==> src/rtl/pipe_run_monitor_pkg.sv <==
// Shared definitions for the run/halt monitor: state encodings and helpers.
package pipe_run_monitor_pkg;

    // Monitor states; the encodings are also decoded by the OLED status formatter.
    typedef enum logic [2:0] {
        S_IDLE    = 3'd0,
        S_RUN     = 3'd1,
        S_DRAIN   = 3'd2,
        S_DONE    = 3'd3,
        S_TIMEOUT = 3'd4
    } state_t;

    // The monitor is "busy" while the program runs or its pipeline drains.
    function automatic logic state_busy(input state_t s);
        return (s == S_RUN) || (s == S_DRAIN);
    endfunction

endpackage

==> src/rtl/pipe_run_monitor_if.sv <==
// Opcode stream in, status and counters out, between the processor and the monitor.
interface pipe_run_monitor_if #(
    parameter int OP_W  = 6,
    parameter int CNT_W = 32
);
    logic             start;
    logic             clear;
    logic [OP_W-1:0]  op;
    logic             op_valid;
    logic             busy;
    logic             done;
    logic             done_pulse;
    logic             timed_out;
    logic [CNT_W-1:0] cycle_count;
    logic [CNT_W-1:0] instr_count;
    logic [CNT_W-1:0] halt_cycle;

    // Processor / debug side: drives control and opcodes, reads status.
    modport master (
        output start, clear, op, op_valid,
        input  busy, done, done_pulse, timed_out, cycle_count, instr_count, halt_cycle
    );

    // Monitor side.
    modport slave (
        input  start, clear, op, op_valid,
        output busy, done, done_pulse, timed_out, cycle_count, instr_count, halt_cycle
    );
endinterface

==> src/rtl/pipe_run_monitor_sat_counter.sv <==
// Saturating up-counter: sticks at all-ones instead of wrapping.
module sat_counter #(
    parameter int W = 32
) (
    input  logic         sysclk,
    input  logic         clr,
    input  logic         inc,
    output logic [W-1:0] q,
    output logic         at_max
);
    logic [W-1:0] cnt_q;
    logic [W-1:0] cnt_d;

    assign at_max = (cnt_q == {W{1'b1}});
    assign q      = cnt_q;

    // Next count: clear wins, otherwise step unless already saturated.
    always_comb begin
        cnt_d = cnt_q;
        if (clr) begin
            cnt_d = '0;
        end else if (inc && !at_max) begin
            cnt_d = cnt_q + 1'b1;
        end
    end

    // Count register.
    always_ff @(posedge sysclk) begin
        cnt_q <= cnt_d;
    end
endmodule

==> src/rtl/pipe_run_monitor.sv <==
// Run/halt monitor: counts run cycles and retired instructions, detects the
// halt opcode, drains the pipeline, and flags done or watchdog timeout.
module pipe_run_monitor
    import pipe_run_monitor_pkg::*;
#(
    parameter int              OP_W         = 6,
    parameter logic [OP_W-1:0] HALT_OP      = {OP_W{1'b1}},
    parameter int              DRAIN_CYCLES = 10,
    parameter int              CNT_W        = 32,
    parameter int              TIMEOUT      = 0,
    parameter bit              AUTO_START   = 1'b1
) (
    input logic               sysclk,
    input logic               rst,
    pipe_run_monitor_if.slave bus
);
    localparam int                 DRAIN_W    = (DRAIN_CYCLES > 1) ? $clog2(DRAIN_CYCLES) : 1;
    localparam logic [DRAIN_W-1:0] DRAIN_INIT = DRAIN_W'(DRAIN_CYCLES - 1);
    localparam logic [CNT_W-1:0]   WD_LAST    = CNT_W'((TIMEOUT > 0) ? TIMEOUT - 1 : 0);

    state_t             state_q, state_d;
    logic [DRAIN_W-1:0] drain_q, drain_d;
    logic [CNT_W-1:0]   halt_cycle_q, halt_cycle_d;
    logic               done_pulse_q, done_pulse_d;

    logic               halt;
    logic               wd_hit;
    logic               cnt_clr;
    logic [CNT_W-1:0]   cyc_cnt;
    logic [CNT_W-1:0]   ins_cnt;
    logic               cyc_at_max;
    logic               ins_at_max;
    logic               unused_at_max;

    assign halt    = bus.op_valid && (bus.op == HALT_OP);
    // The watchdog fires on the last allowed run cycle, so cycle_count lands on TIMEOUT.
    assign wd_hit  = (TIMEOUT > 0) && (cyc_cnt == WD_LAST);
    assign cnt_clr = rst || bus.clear;

    // Saturation never changes state, so the at_max flags are informational only.
    assign unused_at_max = cyc_at_max & ins_at_max;

    sat_counter #(.W(CNT_W)) u_cycle_cnt (
        .sysclk (sysclk),
        .clr    (cnt_clr),
        .inc    (state_busy(state_q)),
        .q      (cyc_cnt),
        .at_max (cyc_at_max)
    );

    sat_counter #(.W(CNT_W)) u_instr_cnt (
        .sysclk (sysclk),
        .clr    (cnt_clr),
        .inc    ((state_q == S_RUN) && bus.op_valid),
        .q      (ins_cnt),
        .at_max (ins_at_max)
    );

    // State, drain counter, captured halt cycle and completion pulse registers.
    always_ff @(posedge sysclk) begin
        if (rst) begin
            state_q      <= S_IDLE;
            drain_q      <= '0;
            halt_cycle_q <= '0;
            done_pulse_q <= 1'b0;
        end else begin
            state_q      <= state_d;
            drain_q      <= drain_d;
            halt_cycle_q <= halt_cycle_d;
            done_pulse_q <= done_pulse_d;
        end
    end

    // Next-state logic; clear returns to IDLE from anywhere and beats start.
    always_comb begin
        state_d = state_q;
        if (bus.clear) begin
            state_d = S_IDLE;
        end else begin
            case (state_q)
                S_IDLE:    if (AUTO_START || bus.start) state_d = S_RUN;
                S_RUN: begin
                    if (halt)        state_d = S_DRAIN;
                    else if (wd_hit) state_d = S_TIMEOUT;
                end
                S_DRAIN:   if (drain_q == '0) state_d = S_DONE;
                S_DONE:    state_d = S_DONE;
                S_TIMEOUT: state_d = S_TIMEOUT;
                default:   state_d = S_IDLE;
            endcase
        end
    end

    // Drain countdown, halt-cycle capture (pre-increment count) and done pulse.
    always_comb begin
        drain_d      = drain_q;
        halt_cycle_d = halt_cycle_q;
        done_pulse_d = (state_q == S_DRAIN) && (state_d == S_DONE);
        if (bus.clear) begin
            drain_d      = '0;
            halt_cycle_d = '0;
        end else if ((state_q == S_RUN) && halt) begin
            drain_d      = DRAIN_INIT;
            halt_cycle_d = cyc_cnt;
        end else if ((state_q == S_DRAIN) && (drain_q != '0)) begin
            drain_d      = drain_q - 1'b1;
        end
    end

    // Status outputs decoded from the current state.
    always_comb begin
        bus.busy        = state_busy(state_q);
        bus.done        = (state_q == S_DONE);
        bus.timed_out   = (state_q == S_TIMEOUT);
        bus.done_pulse  = done_pulse_q;
        bus.cycle_count = cyc_cnt;
        bus.instr_count = ins_cnt;
        bus.halt_cycle  = halt_cycle_q;
    end
endmodule
==> src/flat_wrapper.sv <==
// flat-port wrapper written by rule: the top's interface ports become plain ports
module pipe_run_monitor_flat import pipe_run_monitor_pkg::*;
#(
    parameter int              OP_W         = 6,
    parameter logic [OP_W-1:0] HALT_OP      = {OP_W{1'b1}},
    parameter int              DRAIN_CYCLES = 10,
    parameter int              CNT_W        = 32,
    parameter int              TIMEOUT      = 0,
    parameter bit              AUTO_START   = 1'b1
)
  (sysclk, rst, bus_start, bus_clear, bus_op, bus_op_valid, bus_busy, bus_done, bus_done_pulse, bus_timed_out, bus_cycle_count, bus_instr_count, bus_halt_cycle);
  pipe_run_monitor_if #(.OP_W(OP_W), .CNT_W(CNT_W)) bus_i ();
  input logic sysclk;
  input logic rst;
  input wire logic [$bits(bus_i.start)-1:0] bus_start;
  input wire logic [$bits(bus_i.clear)-1:0] bus_clear;
  input wire logic [$bits(bus_i.op)-1:0] bus_op;
  input wire logic [$bits(bus_i.op_valid)-1:0] bus_op_valid;
  output wire logic [$bits(bus_i.busy)-1:0] bus_busy;
  output wire logic [$bits(bus_i.done)-1:0] bus_done;
  output wire logic [$bits(bus_i.done_pulse)-1:0] bus_done_pulse;
  output wire logic [$bits(bus_i.timed_out)-1:0] bus_timed_out;
  output wire logic [$bits(bus_i.cycle_count)-1:0] bus_cycle_count;
  output wire logic [$bits(bus_i.instr_count)-1:0] bus_instr_count;
  output wire logic [$bits(bus_i.halt_cycle)-1:0] bus_halt_cycle;
  assign bus_i.start = bus_start;
  assign bus_i.clear = bus_clear;
  assign bus_i.op = bus_op;
  assign bus_i.op_valid = bus_op_valid;
  assign bus_busy = bus_i.busy;
  assign bus_done = bus_i.done;
  assign bus_done_pulse = bus_i.done_pulse;
  assign bus_timed_out = bus_i.timed_out;
  assign bus_cycle_count = bus_i.cycle_count;
  assign bus_instr_count = bus_i.instr_count;
  assign bus_halt_cycle = bus_i.halt_cycle;
  pipe_run_monitor #(.OP_W(OP_W), .HALT_OP(HALT_OP), .DRAIN_CYCLES(DRAIN_CYCLES), .CNT_W(CNT_W), .TIMEOUT(TIMEOUT), .AUTO_START(AUTO_START)) u_core (.sysclk(sysclk), .rst(rst), .bus(bus_i));
endmodule
==> config.mk <==
export PLATFORM = sky130hd
export DESIGN_NAME = pipe_run_monitor_flat
export DESIGN_NICKNAME = d
export VERILOG_FILES = /design/src/rtl/pipe_run_monitor_pkg.sv /design/src/rtl/pipe_run_monitor_if.sv /design/src/rtl/pipe_run_monitor_sat_counter.sv /design/src/rtl/pipe_run_monitor.sv /design/src/flat_wrapper.sv
export SDC_FILE = /design/constraint.sdc
export NUM_CORES = 1
export LEC_CHECK = 0
export BUFFER_PORTS_ARGS = -buffer_cell sky130_fd_sc_hd__buf_4
export CORE_ASPECT_RATIO = 1.75
export CORE_MARGIN = 2
export CORE_UTILIZATION = 27
export DETAILED_ROUTE_END_ITERATION = 16
export SLEW_MARGIN = 15
export SYNTH_ARGS = -nofsm -noshare
export SYNTH_HDL_FRONTEND = slang
export SYNTH_SLANG_ARGS = --single-unit
==> constraint.sdc <==
create_clock -name sysclk -period 3.3 [get_ports sysclk]
set_input_delay 0.66 -clock sysclk [delete_from_list [all_inputs] [get_ports sysclk]]
set_output_delay 0.66 -clock sysclk [all_outputs]
set_load 0.05 [all_outputs]
# Word level (Yosys, flattened, before mapping)
# Cells that the tools add are included.
word_totals:
  reg_bits: 104
  latchBits: 0
  ramBits: 0
  romBits: 0
  inputBits: 11
  output_inout_bits: 100
  wordCells: 41
  memories: 0
classes:
  add_sub_neg: 3
  n_mul: 0
  n_div: 0
  order_cmp: 0
  eq_ne: 8
  shifts: 0
  n_mux: 6
  n_bitwise: 0
  n_reduce_logical: 17
ops:
  columns: ["cell", "count"]
  rows:
  - ["adder 32 x 1 -> 32 bit, second input constant", 2]
  - ["equality test 32 bit, second input constant", 2]
  - ["case mux 3 bit (5 select lines)", 1]
  - ["equality test 3 x 2 -> 1 bit, second input constant", 3]
  - ["two-way mux 3 bit", 3]
  - ["two-way mux 4 bit", 2]
  - ["logical AND 1 bit", 7]
  - ["equality test 6 bit, second input constant", 1]
  - ["logical NOT 4 bit", 1]
  - ["nonzero test 4 bit", 1]
  - ["subtractor 4 x 1 -> 4 bit, second input constant", 1]
  - ["equality test 3 x 1 -> 1 bit, second input constant", 1]
  - ["equality test 3 bit, second input constant", 1]
  - ["logical NOT 3 bit", 1]
  - ["OR reduction 3 bit", 1]
  - ["logical NOT 1 bit", 2]
  - ["logical OR 1 bit", 2]
  - ["nonzero test 2 bit", 1]
  - ["OR reduction 2 bit", 1]

# Longest topological paths before layout
# Gate-level depths: netlist of the first run.
logic_depth:
  ltp_word: 7
  mapped_depth: 9
  mapped_depth_nobuf: 7

# By module
# Synthesis of the first run repeated with hierarchy kept, for this count alone.
hier_totals:
  cells_unflattened: 574
  area_unflattened_um2: 5033.6
by_module_without_submodules:
  columns: ["mod", "n_inst", "cells_per_inst", "area_per_inst_um2", "seq_area_each_um2"]
  rows:
  - ["sat_counter", 2, 193, 1679.1, 640.6]
  - ["pipe_run_monitor", 1, 188, 1675.4, 800.8]

# Worst setup path after synthesis of the first run
# No wires, ideal clock.
synth_timing:
  kind: "flip-flop to flip-flop"
  start: "register u_core.u_cycle_cnt.cnt_q[2] (netlist: u_core.u_cycle_cnt.q[2])"
  end: "register u_core.u_cycle_cnt.cnt_q[20] (netlist: u_core.u_cycle_cnt.q[20])"
  setup_time_ns: 0.070
  arrival_ns: 2.435
  required_ns: 3.230
  path_slack_ns: 0.794
  stages_incl_launch_ff: 6
  n_path_buf: 0
  period_less_slack_ns: 2.506
  cell_sequence: "dfxtp_1 > nand4_1 > or2_1 > or4_1 > or4_1 > a21oi_1"
synth_between:
  elab_chain_cells: 3
  word_cells_on_any_way: 4
  classes_between: "add/sub (1); eq/ne (1); reduce/logical (2)"
synth_rtl:
  columns: ["element", "line", "rtl"]
  rows:
  - ["start, declared", "pipe_run_monitor_sat_counter.sv:11", "logic [W-1:0] cnt_q;"]
  - ["start signal, assigned", "pipe_run_monitor_sat_counter.sv:29", "cnt_q <= cnt_d;"]
  - ["parallel branches: the longest is 3 deep, another holds adder 32 x 1 -> 32 bit", null, null]
# Parallel ways; which one is timed is not known.
# A chain may end at the register's enable or synchronous reset.

# Final worst setup path of the first run
layout_timing:
  start: "register u_core.u_instr_cnt.cnt_q[15] (netlist: u_core.u_instr_cnt.q[15])"
  end: "register u_core.u_instr_cnt.cnt_q[17] (netlist: u_core.u_instr_cnt.q[17])"
layout_between:
  elab_chain_cells: 3
  word_cells_on_any_way: 4
  classes_between: "add/sub (1); eq/ne (1); reduce/logical (2)"
layout_rtl:
  columns: ["element", "line"]
  rows:
  - ["start, declared", "pipe_run_monitor_sat_counter.sv:11"]
  - ["start signal, assigned", "pipe_run_monitor_sat_counter.sv:29"]
  - ["parallel branches: the longest is 3 deep, another holds adder 32 x 1 -> 32 bit", null]
# Parallel ways; which one is timed is not known.

==> results of run 1 <==
flip-flops by register name, summed over array words and instances (netlist names):
name and count:
u_core.drain_q 4, u_core.state_q 3, u_core.u_instr_cnt.q 32, u_core.bus.done_pulse 1
u_core.bus.halt_cycle 32, u_core.u_cycle_cnt.q 32
area by class of cell:
class / count / area share (%)
flip-flops and latches: 104 / 33.8
inverters: 13 / 0.792
clock buffers: 10 / 3.88
repair buffers: 118 / 14.4
clock inverters: 6 / 1.10
well taps: 231 / 4.69
multi-input cells: 453 / 41.4
per-stage QoR:
step / hold slack [ps] / cell area, um2 / util, % / instances
3_5_place_dp: 447 / 5850 / 33.5 / 919
6_report: 454 / 6160 / 35.3 / 935
5_1_grt: 478 / 6160 / 35.3 / 935
3_3_place_gp: 444 / 5850 / 33.5 / 919
2_1_floorplan: 491 / 4800 / - / 603
4_1_cts: 458 / 6160 / 35.3 / 935
per-layer routing:
layer,up-vias,wire length [um]
met5,-,0
met4,0,451
met3,33,547
met2,130,7710
met1,2287,5780
li1,2410,-
layout by cell type (no fill, tap or decap), types with 19 or more instances in the layout:
cell and count:
dfxtp_1 104, or3_1 25, a21oi_1 81, o21ai_0 23
nand2_1 98, or4_1 23, nor2_1 31, buf_4 118
nand4_1 19, nand3_1 30
critical path: stages, from the launching register on:
cell	delay, ps
dfxtp_1	430
nand4_1	270
or4_1	700
o21ai_1	750
o21ai_0	200
a21oi_1	150
worst min-delay path by stage:
stage / start / endpoint / slack (ps) / depth (start not counted)
2_1_floorplan: u_core.drain_q[1] / u_core.drain_q[1] / 490 / 2
3_3_place_gp: u_core.bus.halt_cycle[23] / u_core.bus.halt_cycle[23] / 440 / 2
3_5_place_dp: u_core.bus.halt_cycle[0] / u_core.bus.halt_cycle[0] / 450 / 2
4_1_cts: u_core.bus.halt_cycle[0] / u_core.bus.halt_cycle[0] / 460 / 2
5_1_grt: u_core.bus.halt_cycle[15] / u_core.bus.halt_cycle[15] / 480 / 2
6_report: u_core.bus.halt_cycle[0] / u_core.bus.halt_cycle[0] / 450 / 2
cells by family (layout without fill, tap and decap cells):
group	Yosys count	after routing	share of synthesized area [%]
buf+inv	46	147	3.65
simple gates	280	280	30.4
xor+xnor	15	15	2.74
flops	104	104	43.4
mux	1	1	0.209
compound gates	154	154	18.8
fa+ha+maj	3	3	0.783
report_power, final:
part | internal, mW | switching [mW] | total (mW)
clock | 0.613 | 0.505 | 1.12
combinational | 0.0148 | 0.0389 | 0.0537
sequential | 1.25 | 0.00281 | 1.26
==> out/results.tsv, run 1 <==
metric	value	unit
vias in the first global route	4469	
pins over their slew limit	0	
top-count cell post-synth	dfxtp_1	
vias after detailed routing	4860	
Resized Gates After CTS	0	
most frequent cells after synthesis	104 x dfxtp_1, 98 x nand2_1, 81 x a21oi_1	
n_diodes	0	
GP Congestion	0.837	
Synth warnings	0	
CTS tree	done	
clk_lat worst skew	350	ps
P&R area growth vs syn	28.4	%
die width	105	um
Std-Cell Core Area	17500	um2
met1 global-route usage	16.6	%
Max Fanout on Critical Path	16	
Global Route Usage Sum	15.1	%
top cell type by total area after synthesis	dfxtp_1	
met3 GRT Util	2.35	%
number of post-CTS setup repair buffers	0	
#FFs+latches synth	104	
root buffer cell	clkbuf_16	
drt pass-1 iters	5	
Initial Util	27.5	%
Final Hold Vio Count	0	
RSZ-0062 raised after global routing	no	
Place WS	622	ps
r2r setup slk	720	ps
Period minus WS final	2580	ps
power density over cell area	394	nW/um2
mapped cell area	4800	um2
busiest layer in global routing	met2	
sequential element share of the synthesized area	43.4	%
H-tree depth	3	
Layout Nets	713	
initial antenna violation count	0	
Cell variety after synth	50	
FF-to-FF End	u_core.u_instr_cnt.q[17]	
r2r startpoint	u_core.u_instr_cnt.q[15]	
# fillers	1908	
Die Height	180	um
final setup margin	722	ps
R2R cell count	5	
Tightest Pin Transition	902	ps
final period utilization	78.1	%
Syn Area/Cell	7.95	um2
Max rail drop VDD	0.000211	V
Mapped Cells	603	
Peak Freq	388	MHz
Starting DRT DRC Count	204	
setup_tns	0	ps
largest cells by area after synthesis	dfxtp_1 43%, a21oi_1 8.5%, nand2_1 7.7%	
row cnt	64	
Leakage	2.02	nW
Slew HR	38.9	%
Sequential cell area	2080	um2
number of synthesized flops with an enable pin	0	
Clk pin slew, worst setup/hold paths	70	ps
TritonCTS Sinks	104	
Worst Path Arrival	2850	ps
CP Launch Point	u_core.u_instr_cnt.q[15]	
Worst setup EP type	flop	
Die ar.	18900	um2
hold crit path type	flop to flop	
Post-DP HPWL	10400	um
GR Overflow Total	0	
most used flip-flop cell after synthesis	dfxtp_1	
critical path endpoint	u_core.u_instr_cnt.q[17]	
DRC violations left	0	
layout cells sized above 1	19.9	%
clock buffer depth	2	
met2 usage	27.7	%
startpoint types	flop	
routed vias/inst	5.20	
Async S/R FF share, synth	0	%
worst endpoint required time	3570	ps
wire per inst	15.5	um
maxcap violations	0	
wire length of the first global-routing pass	23200	um
total power	2.43	mW
antenna-violating nets left	0	
final wirelength	14500	um
pin count of the biggest net entering global routing	76	
top-area cell type share of the netlist area	43.4	%
clk_skew	8.89	ps
Num CTS Buffers	9	
I/O Pins	111	
run status	complete, no violations	
Setup Crit Path Kind	flop to flop	
CTS Hold Bufs	0	
endpoints failing setup	0	
area of the multi-input gates	2550	um2
Port Buf Inserts	109	
syn nets	617	
Power figures use the tool's default switching activity.
==> run 2, diff against run 1 <==
- clock period: 3.3 -> 2.6 ns (I/O delays scaled with it)
==> out/results.tsv, run 2 (synthesized netlist as in run 1, its figures left out) <==
metric	value	unit	change
root buffer cell	clkbuf_16		
Layout Nets	736		+3.2%
Starting DRT DRC Count	186		-8.8%
most frequent cells in the layout	141 x buf_4, 104 x dfxtp_1, 98 x nand2_1, 81 x a21oi_1, 31 x nor2_1		
Global Route Usage Sum	15.7	%	+0.66 points
DRC violations left	0		unchanged
Initial Util	27.5	%	unchanged
Post-DP HPWL	10800	um	+4.6%
wire per inst	15.5	um	-0.27%
Num CTS Buffers	9		unchanged
Die Height	180	um	unchanged
Clk pin slew, worst setup/hold paths	70	ps	about the same
Power Internal	2.30	mW	+22%
Worst setup EP type	flop		
area of the multi-input gates	2550	um2	unchanged
combinational group share of total power	2.5	%	+0.3 points
Peak Freq	428	MHz	+10%
endpoints failing setup	0		unchanged
clk_lat worst skew	350	ps	about the same
Max Fanout on Critical Path	8		-8
Final Hold Vio Count	0		unchanged
clock buffer depth	2		unchanged
final setup margin	265	ps	-458 ps
startpoint types	flop		
GP Congestion	0.848		+1.3%
Die ar.	18900	um2	unchanged
Period minus WS final	2340	ps	-242 ps
# fillers	1896		-0.63%
layout cells sized above 1	22.1	%	+2.3 points
final period utilization	89.8	%	+12 points
clock share of power	43.7	%	-2.3 points
number of post-CTS setup repair buffers	0		unchanged
vias in the first global route	4557		+2.0%
Resized Gates After CTS	0		unchanged
GR Overflow Total	0		unchanged
Max rail drop VDD	0.000232	V	+9.8%
CTS tree	done		
r2r setup slk	260	ps	-460 ps
M1 WL	5800	um	+0.35%
P&R area growth vs syn	31.4	%	
Place WS	308	ps	-314 ps
pins over their slew limit	0		unchanged
worst hold margin	454	ps	+0.155 ps
met3 WL	543	um	-0.73%
RSZ-0062 raised after global routing	no		
antenna-violating nets left	0		unchanged
run status	complete, no violations		
Setup Crit Path Kind	flop to flop		
Leakage	2.13	nW	+5.4%
CTS Hold Bufs	0		unchanged
final wirelength	14800	um	+2.2%
worst endpoint required time	2870	ps	-700 ps
metal2 WL	8160	um	+5.8%
Sequential Power Share	53.7	%	+1.9 points
H-tree depth	3		unchanged
setup_tns	0	ps	unchanged
wire length of the first global-routing pass	23900	um	+3.0%
switch share	22.7	%	+0.16 points
Port Buf Inserts	109		unchanged
clk_skew	12.3	ps	+3.40 ps
pin count of the biggest net entering global routing	60		-21%
switching pwr	0.673	mW	+23%
routed vias/inst	5.11		-1.7%
commonest non-fill, non-tap cell in the layout	buf_4		
row cnt	64		unchanged
Tightest Pin Transition	735	ps	-168 ps
Slew HR	51.0	%	+12 points
Sequential cell area	2080	um2	unchanged
Max Used Layer	met4		
drt pass-1 iters	4		-1
Worst Path Arrival	2610	ps	-240 ps
die width	105	um	unchanged
hold crit path type	flop to flop		
vias after detailed routing	4897		+0.76%
initial antenna violation count	0		unchanged
power density over cell area	471	nW/um2	+19%
maxcap violations	0		unchanged
I/O Pins	111		unchanged
TritonCTS Sinks	104		unchanged
Std-Cell Core Area	17500	um2	unchanged
n_diodes	0		unchanged
==> run 2: cell count changes in the layout (fill, tap and decap cells not counted) <==
cell | previous run | this run
clkinv_4 | 1 | 2
bufinv_16 | 1 | 0
clkbuf_1 | 0 | 2
buf_4 | 118 | 141
clkinvlp_4 | 2 | 1
inv_6 | 1 | 0
==> run 2: layout make-up <==
class | count | share of cell area (%)
Clock buffer | 12 | 3.91
Multi-Input combinational cell | 453 | 40.4
Clock inverter | 4 | 0.476
Tap cell | 231 | 4.59
Timing Repair Buffer | 141 | 16.8
Sequential cell | 104 | 33.0
Inverter | 13 | 0.774
==> run 2: worst paths after layout <==
path                            startpoint                       end  cells after the start
hold / removal    u_core.bus.halt_cycle[1]  u_core.bus.halt_cycle[1]                      2
hold reg to reg   u_core.bus.halt_cycle[1]  u_core.bus.halt_cycle[1]                      2
setup reg to reg         u_core.state_q[0]  u_core.u_cycle_cnt.q[26]                      5
setup / recovery         u_core.state_q[0]  u_core.u_cycle_cnt.q[26]                      5
==> run 2: power by group through the flow <==
stage	Clock (mW)	Combinational [mW]	Sequential, mW
after floorplan	0	0.0372	1.64
after global placement	0	0.0765	1.63
after detailed placement	0	0.0762	1.63
after CTS	1.34	0.0767	1.60
after global routing	1.40	0.0828	1.60
final	1.30	0.0756	1.60
==> run 2: layer usage <==
layer | up-vias | GRT usage [%]
met2 | 107 | 29.5
met5 | - | 0
li1 | 2452 | -
met3 | 15 | 2.78
met1 | 2323 | 17.1
met4 | 0 | 6.67
==> run 2: through the flow <==
step / area (um2) / utilization, % / cells / total power, mW
after CTS: 6300 / 36.1 / 958 / 3.02
after detailed placement: 6030 / 34.5 / 942 / 1.71
after global routing: 6300 / 36.1 / 958 / 3.08
after floorplan: 4800 / - / 603 / 1.67
final: 6300 / 36.1 / 958 / 2.97
after global placement: 6030 / 34.5 / 942 / 1.71
==> run 2: critical path, cell delays in order (launching register included) <==
cell	delay [ps]
dfxtp_1	460
xnor2_1	140
or2_1	340
or4b_1	720
or4_1	440
a21oi_1	150
==> run 3, diff against run 2 <==
- CTS_BUF_LIST: unset -> sky130_fd_sc_hd__clkbuf_8 sky130_fd_sc_hd__clkbuf_16
==> out/results.tsv, run 3 (synthesized netlist as in run 1, its figures left out) <==
metric	value	unit	change
run status	complete, no violations		
Tightest Pin Transition	737	ps	+2.16 ps
final period utilization	89.9	%	+0.096 points
r2r startpoint	u_core.state_q[0]		
antenna-violating nets left	0		unchanged
number of post-CTS setup repair buffers	0		unchanged
TritonCTS Sinks	104		unchanged
Final Hold Vio Count	0		unchanged
clk_skew	12.2	ps	-0.0832 ps
die width	105	um	unchanged
Sequential Power Share	53.9	%	+0.2 points
post-layout util	36.1	%	unchanged
CTS Hold Bufs	0		unchanged
Worst setup EP type	flop		
hold crit path type	flop to flop		
Leakage	2.13	nW	+0.39%
clk_lat worst skew	350	ps	about the same
Layout Nets	736		unchanged
slowest CP cell	or4b_1		
pins over their slew limit	0		unchanged
startpoint types	flop		
Peak Freq	428	MHz	-0.11%
r2r setup slk	260	ps	about the same
switch share	22.7	%	+0.039 points
P&R area growth vs syn	31.4	%	unchanged
WP buf/inv	0		unchanged
CP cell instances	xnor2_1 > or2_1 > or4b_1 > or4_1 > a21oi_1		
drt pass-1 iters	4		unchanged
wire per inst	15.4	um	-0.14%
Post-DP HPWL	10800	um	unchanged
I/O Pins	111		unchanged
RSZ-0062 raised after global routing	no		
setup_tns	0	ps	unchanged
GP Congestion	0.848		unchanged
# fillers	1896		unchanged
most frequent cells in the layout	141 x buf_4, 104 x dfxtp_1, 98 x nand2_1, 81 x a21oi_1, 31 x nor2_1		
Resized Gates After CTS	0		unchanged
CP Launch Point	u_core.state_q[0]		
Max stage delay on crit path	720	ps	about the same
pin count of the biggest net entering global routing	60		unchanged
final wirelength	14800	um	-0.14%
H-tree depth	3		unchanged
initial antenna violation count	0		unchanged
Setup Crit Path Kind	flop to flop		
Clk pin slew, worst setup/hold paths	70	ps	about the same
Global Route Usage Sum	15.7	%	about the same
Worst Min Path Start	u_core.bus.halt_cycle[1]		
GR Overflow Total	0		unchanged
Starting DRT DRC Count	171		-8.1%
Die ar.	18900	um2	unchanged
commonest non-fill, non-tap cell in the layout	buf_4		
root buffer cell	clkbuf_16		
vias after detailed routing	4917		+0.41%
Die Height	180	um	unchanged
Slew HR	50.9	%	-0.14 points
Initial Util	27.5	%	unchanged
wire length of the first global-routing pass	23900	um	unchanged
vias in the first global route	4553		-0.088%
Worst Path Arrival	2610	ps	about the same
Max Fanout on Critical Path	8		unchanged
Period minus WS final	2340	ps	+2.49 ps
Max rail drop VDD	0.000232	V	about the same
clock buffer depth	2		unchanged
delay-heaviest family, CP	simple AND/OR/NAND/NOR gates		
total power	2.96	mW	-0.29%
combinational group share of total power	2.6	%	about the same
switching pwr	0.673	mW	-0.12%
n_diodes	0		unchanged
row cnt	64		unchanged
DRC violations left	0		unchanged
Num CTS Buffers	9		unchanged
clock share of power	43.5	%	-0.2 points
Std-Cell Core Area	17500	um2	unchanged
Port Buf Inserts	109		unchanged
maxcap violations	0		unchanged
worst endpoint required time	2870	ps	about the same
routed vias/inst	5.13		+0.41%
Power Internal	2.29	mW	-0.34%
endpoints failing setup	0		unchanged
power density over cell area	470	nW/um2	-0.29%
layout cells sized above 1	22.1	%	unchanged
CTS tree	done		
## run 3: per-layer routing
metal | part of all wire [%] | wire (um) | track usage, % | up-vias
met5 | 0 | 0 | 0 | -
met3 | 3.6 | 533 | 2.78 | 16
met2 | 55 | 8120 | 29.6 | 118
met4 | 2.2 | 319 | 6.67 | 0
li1 | - | - | - | 2453
met1 | 39 | 5810 | 17.0 | 2330
## run 3: path summary, 6_finish.rpt
path	end	cells past startpoint
worst max-delay path	u_core.u_cycle_cnt.q[28]	5
worst min-delay path	u_core.bus.halt_cycle[1]	2
worst max register to register	u_core.u_cycle_cnt.q[28]	5
worst min register to register	u_core.bus.halt_cycle[1]	2
## run 3: power groups by stage
stage | Sequential (mW) | Clock [mW] | Combinational (mW)
3_5_place_dp | 1.63 | 0 | 0.0762
6_report | 1.60 | 1.29 | 0.0757
4_1_cts | 1.60 | 1.34 | 0.0767
3_3_place_gp | 1.63 | 0 | 0.0765
5_1_grt | 1.60 | 1.39 | 0.0828
2_1_floorplan | 1.64 | 0 | 0.0372
## run 3: cell type report
class	count	area (um2)	area share, %
Clock buffer	10	239	3.79
Clock inverter	6	37.5	0.596
Inverter	13	48.8	0.774
Multi-Input combinational cell	453	2550	40.4
Sequential cell	104	2080	33.0
Tap cell	231	289	4.59
Timing Repair Buffer	141	1060	16.8
## run 3: tightest hold or removal path, cell delays in order, from the launching register on
cell and delay [ps]:
dfxtp_1 310, nand2_1 50, a21oi_1 50
## run 3: stage by stage
| stage | worst slack [ps] | hold slack [ps] | cell area (um2) | std cells |
|---|---|---|---|---|
| floorplan | 94.5 | 491 | 4800 | 603 |
| global placement | 344 | 443 | 6030 | 942 |
| detailed placement | 308 | 447 | 6030 | 942 |
| CTS | 255 | 456 | 6300 | 958 |
| global route | 99.9 | 474 | 6300 | 958 |
| finish | 262 | 454 | 6300 | 958 |
